File: config.mk
export PLATFORM = sky130hd
export DESIGN_NAME = mem_port_arbiter
export DESIGN_NICKNAME = d
export VERILOG_FILES = /design/src/rtl/mem_port_arbiter.sv
export SDC_FILE = /design/constraint.sdc
export NUM_CORES = 1
export LEC_CHECK = 0
export BUFFER_PORTS_ARGS = -buffer_cell sky130_fd_sc_hd__buf_2
export CAP_MARGIN = 10
export CORE_MARGIN = 3
export CORE_UTILIZATION = 30
export CTS_CLUSTER_DIAMETER = 120
export DETAILED_ROUTE_END_ITERATION = 10
export PLACE_DENSITY = 0.68
export SLEW_MARGIN = 10
export SYNTH_ARGS = -nofsm -noshare
export SYNTH_HDL_FRONTEND = slang
export SYNTH_SLANG_ARGS = --single-unit
File: constraint.sdc
create_clock -name clk -period 6.3 [get_ports clk]
set_clock_uncertainty 0.1 [all_clocks]
set_input_delay 1.26 -clock clk [delete_from_list [all_inputs] [get_ports clk]]
set_output_delay 1.26 -clock clk [all_outputs]
set_load 0.1 [all_outputs]
File: src/rtl/mem_port_arbiter.sv
// Shares one memory port between instruction fetch and data access.
// Round-robin on conflict; fixed-length access; one-cycle ack pulse.
module mem_port_arbiter #(
  parameter int WAIT = 2,
  parameter int AW   = 32,
  parameter int DW   = 32
) (
  input  logic          clk,
  input  logic          reset,
  input  logic          if_req,
  input  logic [AW-1:0] if_addr,
  output logic [DW-1:0] if_rdata,
  output logic          if_ack,
  input  logic          dm_req,
  input  logic          dm_we,
  input  logic [AW-1:0] dm_addr,
  input  logic [DW-1:0] dm_wdata,
  output logic [DW-1:0] dm_rdata,
  output logic          dm_ack,
  output logic          mem_en,
  output logic          mem_we,
  output logic [AW-1:0] mem_addr,
  output logic [DW-1:0] mem_wdata,
  input  logic [DW-1:0] mem_rdata,
  output logic          busy
);

  typedef enum logic [1:0] {
    IDLE   = 2'd0,
    ACCESS = 2'd1,
    DONE   = 2'd2
  } state_t;

  localparam logic [3:0] CNT_INIT = 4'(WAIT - 1);

  state_t        state;
  state_t        state_nx;
  logic [3:0]    cnt;
  logic          own_dm;
  logic          last_dm;
  logic          lat_we;
  logic [AW-1:0] lat_addr;
  logic [DW-1:0] lat_wdata;
  logic          any_req;
  logic          pick_dm;
  logic          fin;

  assign any_req = if_req | dm_req;
  // DM wins when alone, or on conflict when IF was served last
  assign pick_dm = dm_req & (~if_req | ~last_dm);
  assign fin     = (state == ACCESS) && (cnt == 4'd0);

  assign mem_addr  = lat_addr;
  assign mem_wdata = lat_wdata;

  // State register
  always_ff @(posedge clk or posedge reset) begin
    if (reset) state <= IDLE;
    else       state <= state_nx;
  end

  // Next-state logic
  always_comb begin
    state_nx = state;
    case (state)
      IDLE:    if (any_req) state_nx = ACCESS;
      ACCESS:  if (cnt == 4'd0) state_nx = DONE;
      DONE:    state_nx = IDLE;
      default: state_nx = IDLE;
    endcase
  end

  // Memory strobes decoded from registered state only
  always_comb begin
    mem_en = (state == ACCESS);
    mem_we = (state == ACCESS) & lat_we;
    busy   = (state != IDLE);
  end

  // Grant latches and access countdown
  always_ff @(posedge clk or posedge reset) begin
    if (reset) begin
      cnt       <= 4'd0;
      own_dm    <= 1'b0;
      lat_we    <= 1'b0;
      lat_addr  <= '0;
      lat_wdata <= '0;
    end else if (state == IDLE && any_req) begin
      own_dm    <= pick_dm;
      lat_we    <= pick_dm & dm_we;
      lat_addr  <= pick_dm ? dm_addr : if_addr;
      lat_wdata <= pick_dm ? dm_wdata : '0;
      cnt       <= CNT_INIT;
    end else if (state == ACCESS && cnt != 4'd0) begin
      cnt <= cnt - 4'd1;
    end
  end

  // Completion: read capture, ack pulse, round-robin history
  always_ff @(posedge clk or posedge reset) begin
    if (reset) begin
      if_ack   <= 1'b0;
      dm_ack   <= 1'b0;
      if_rdata <= '0;
      dm_rdata <= '0;
      last_dm  <= 1'b0;
    end else begin
      if_ack <= fin & ~own_dm;
      dm_ack <= fin & own_dm;
      if (fin) begin
        last_dm <= own_dm;
        if (!lat_we) begin
          if (own_dm) dm_rdata <= mem_rdata;
          else        if_rdata <= mem_rdata;
        end
      end
    end
  end

endmodule

==> flow_metrics.tcl <==
set metrics [dict create \
    outcome "complete, no violations" \
    core_um2 18300 \
    final_area_um2 7650 \
    pre_cts_ws_ns 3.06 \
    grt_pass1_vias 4284 \
    wl_mm 14.2 \
    final-hold-violation-count 0 \
    post_cts_buffers 0 \
    path_class "reg -> out" \
    reg2reg_slack_ns 3.83 \
    ys_ff_latch 139 \
    vias 4187 \
    r2r-end "if_rdata[24]$_DFFE_PP0P_" \
    met1_usage_pct 17.0 \
    syn_inst 396 \
    cts_resized 0 \
    max_clock_freq_mhz 323 \
    maxCapViolations 0 \
    startpoint_type "flop" \
    clock-sinks 139 \
    required_ns 4.94 \
    synth_area_leaders "dfrtp_1 61%, mux2_2 13%, o21ai_0 5.9%" \
    cts_root_buffer "clkbuf_16" \
    die_h_um 143 \
    vias_per_cell 4.66 \
    gp_congestion 0.767 \
    grt_max_degree 86 \
    crit_fanout 7 \
    rr_worst_depth 5 \
    htree_num_levels 4 \
    cts_buffers 17 \
    worst_slew_pin_slew_ns 0.954 \
    synth_top_area_share_pct 61.4 \
    drc 0 \
    cts_tree "built" \
    drt-pass1-iter-count 4 \
    ant_nets 0 \
    ctsHoldBuffers 0 \
    dpl.hpwl_mm 10.2 \
    yosysWarnings 0 \
    rsz0062_at_grt "no" \
    globalRouteMet2Util_pct 21.9 \
    synth_common_cells "139 x dfrtp_1, 67 x o21ai_0, 63 x mux2_2, 33 x a22o_1, 33 x mux2i_1" \
    start_util_pct 31.0 \
    grt-ovfl-total 0 \
    yosysSeqAreaShare_pct 61.4 \
    rows 49 \
    worstHoldPathCells 1 \
    drive_gt1_share_pct 56.1 \
    antenna_found_initial 0 \
    die_w_um 143 \
    synthFlopType "dfrtp_1" \
    wl_per_cell_um 15.8 \
    clk_path_buf_depth 2 \
    min_from "if_rdata[15]$_DFFE_PP0P_" \
    antenna_cells 0 \
    fin_nets 793 \
    io_pins 266 \
    period_minus_slack_ns 3.10 \
    critical_path_arrival_ns 1.74 \
    syn_to_final_growth_pct 35.1 \
    worstSkewPairLatency_ns 0.40 \
    drt_iter0_drc 117 \
    synth_nets 531 \
    grtUsageMet3_pct 3.69 \
    port_buffers 265 \
    r2r_start "cnt[0]$_DFFE_PP0P_" \
    dpl-instance-area_um2 7100 \
    syn_area_um2 5660 \
    grt_pass1_wl_mm 21.9 \
    period_share_pct 49.2 \
    ys_types 33 \
    maxSlewViolCount 0 \
    worst_slack_ns 3.20 \
    synth-async-reset-ratio_pct 100 \
    finalSetupTns_ns 0 \
    max_slew_margin_pct 36.1 \
    yosysMostFrequentCell "dfrtp_1" \
    crit_path_end_kind "output port" \
    grt_usage_pct 13.5 \
    synth_area_leader_cell "dfrtp_1" \
    synth_edf_count 0 \
    path_clk_slew_ns 0.06 \
    holdPathEnd "if_rdata[15]$_DFFE_PP0P_" \
    hold_class "reg -> reg" \
    avgSynthCellArea_um2 14.3 \
    busiest_layer "met2" \
    setup_viol 0 \
    dieArea_um2 20600 \
]
[per-layer routing]
layer | wire length [um] | share of wire [%]
met5 | 0 | 0
met4 | 262 | 1.8
met1 | 6180 | 44
met2 | 6750 | 48
met3 | 991 | 7.0
[kinds of logic after synthesis]
| group | count (synthesis) | share of synthesized area (%) |
|---|---|---|
| flip-flops | 139 | 61.4 |
| AO/OA/AOI/OAI | 106 | 11.8 |
| multiplexers | 99 | 19.2 |
| buffers and inverters | 33 | 4.64 |
| AND/OR/NAND/NOR | 17 | 2.58 |
| adder cells (fa/ha/maj) | 2 | 0.442 |
[flip-flops by register name, summed over array words and instances (netlist names)]
register   count
cnt            4
dm_ack         1
dm_rdata      32
if_ack         1
if_rdata      32
last_dm        1
lat_we         1
mem_addr      32
mem_wdata     32
own_dm         1
state          2
[critical path, cell delays in order (launching register included)]
cell      delay [ns]
dfrtp_1         0.37
nand2b_2        0.23
inv_1           0.17
and2_1          0.14
buf_2           0.43
[metrics by stage]
step,utilization (%),hold WS [ns],cells
global placement,38.8,0.382,868
detailed placement,38.8,0.387,868
floorplan,-,0.369,396
finish,41.9,0.396,898
CTS,41.9,0.400,898
global route,41.9,0.403,898
[cell usage in the layout (no fill, tap or decap), types with 2 or more instances in the layout]
| master | instances |
|---|---|
| a22o_1 | 33 |
| and2_1 | 2 |
| buf_2 | 265 |
| buf_4 | 6 |
| bufinv_16 | 2 |
| clkbuf_1 | 2 |
| clkbuf_16 | 17 |
| clkinv_2 | 4 |
| clkinv_4 | 3 |
| dfrtp_1 | 139 |
| ha_1 | 2 |
| inv_1 | 4 |
| inv_6 | 2 |
| mux2_2 | 63 |
| mux2_4 | 3 |
| mux2i_1 | 33 |
| nor4_1 | 2 |
| o21ai_0 | 67 |
| or2_2 | 2 |
[cell type report]
| cell class | instances | area, um2 |
|---|---|---|
| multi-input cells | 224 | 1940 |
| inverters | 5 | 23.8 |
| well taps | 229 | 287 |
| repair buffers | 271 | 1370 |
| clock buffers | 19 | 433 |
| fillers | 1762 | 10600 |
| clock inverters | 11 | 123 |
| flip-flops and latches | 139 | 3480 |
[worst max path at each step]
| stage | slack (ns) | depth (start not counted) | endpoint | startpoint |
|---|---|---|---|---|
| CTS | 3.17 | 4 | mem_we | state[1]$_DFFE_PP0P_ |
| global placement | 3.09 | 6 | mem_addr[6]$_DFFE_PP0P_ | if_req |
| detailed placement | 3.06 | 6 | mem_addr[7]$_DFFE_PP0P_ | if_req |
| floorplan | 1.22 | 1 | cnt[0]$_DFFE_PP0P_ | reset |
| finish | 3.20 | 4 | mem_we | state[1]$_DFFE_PP0P_ |
| global route | 3.10 | 4 | mem_we | state[1]$_DFFE_PP0P_ |
Power is left out: the tool's default activity adds up to more than one toggle a clock period on the data nets, which glitch-free logic cannot reach.
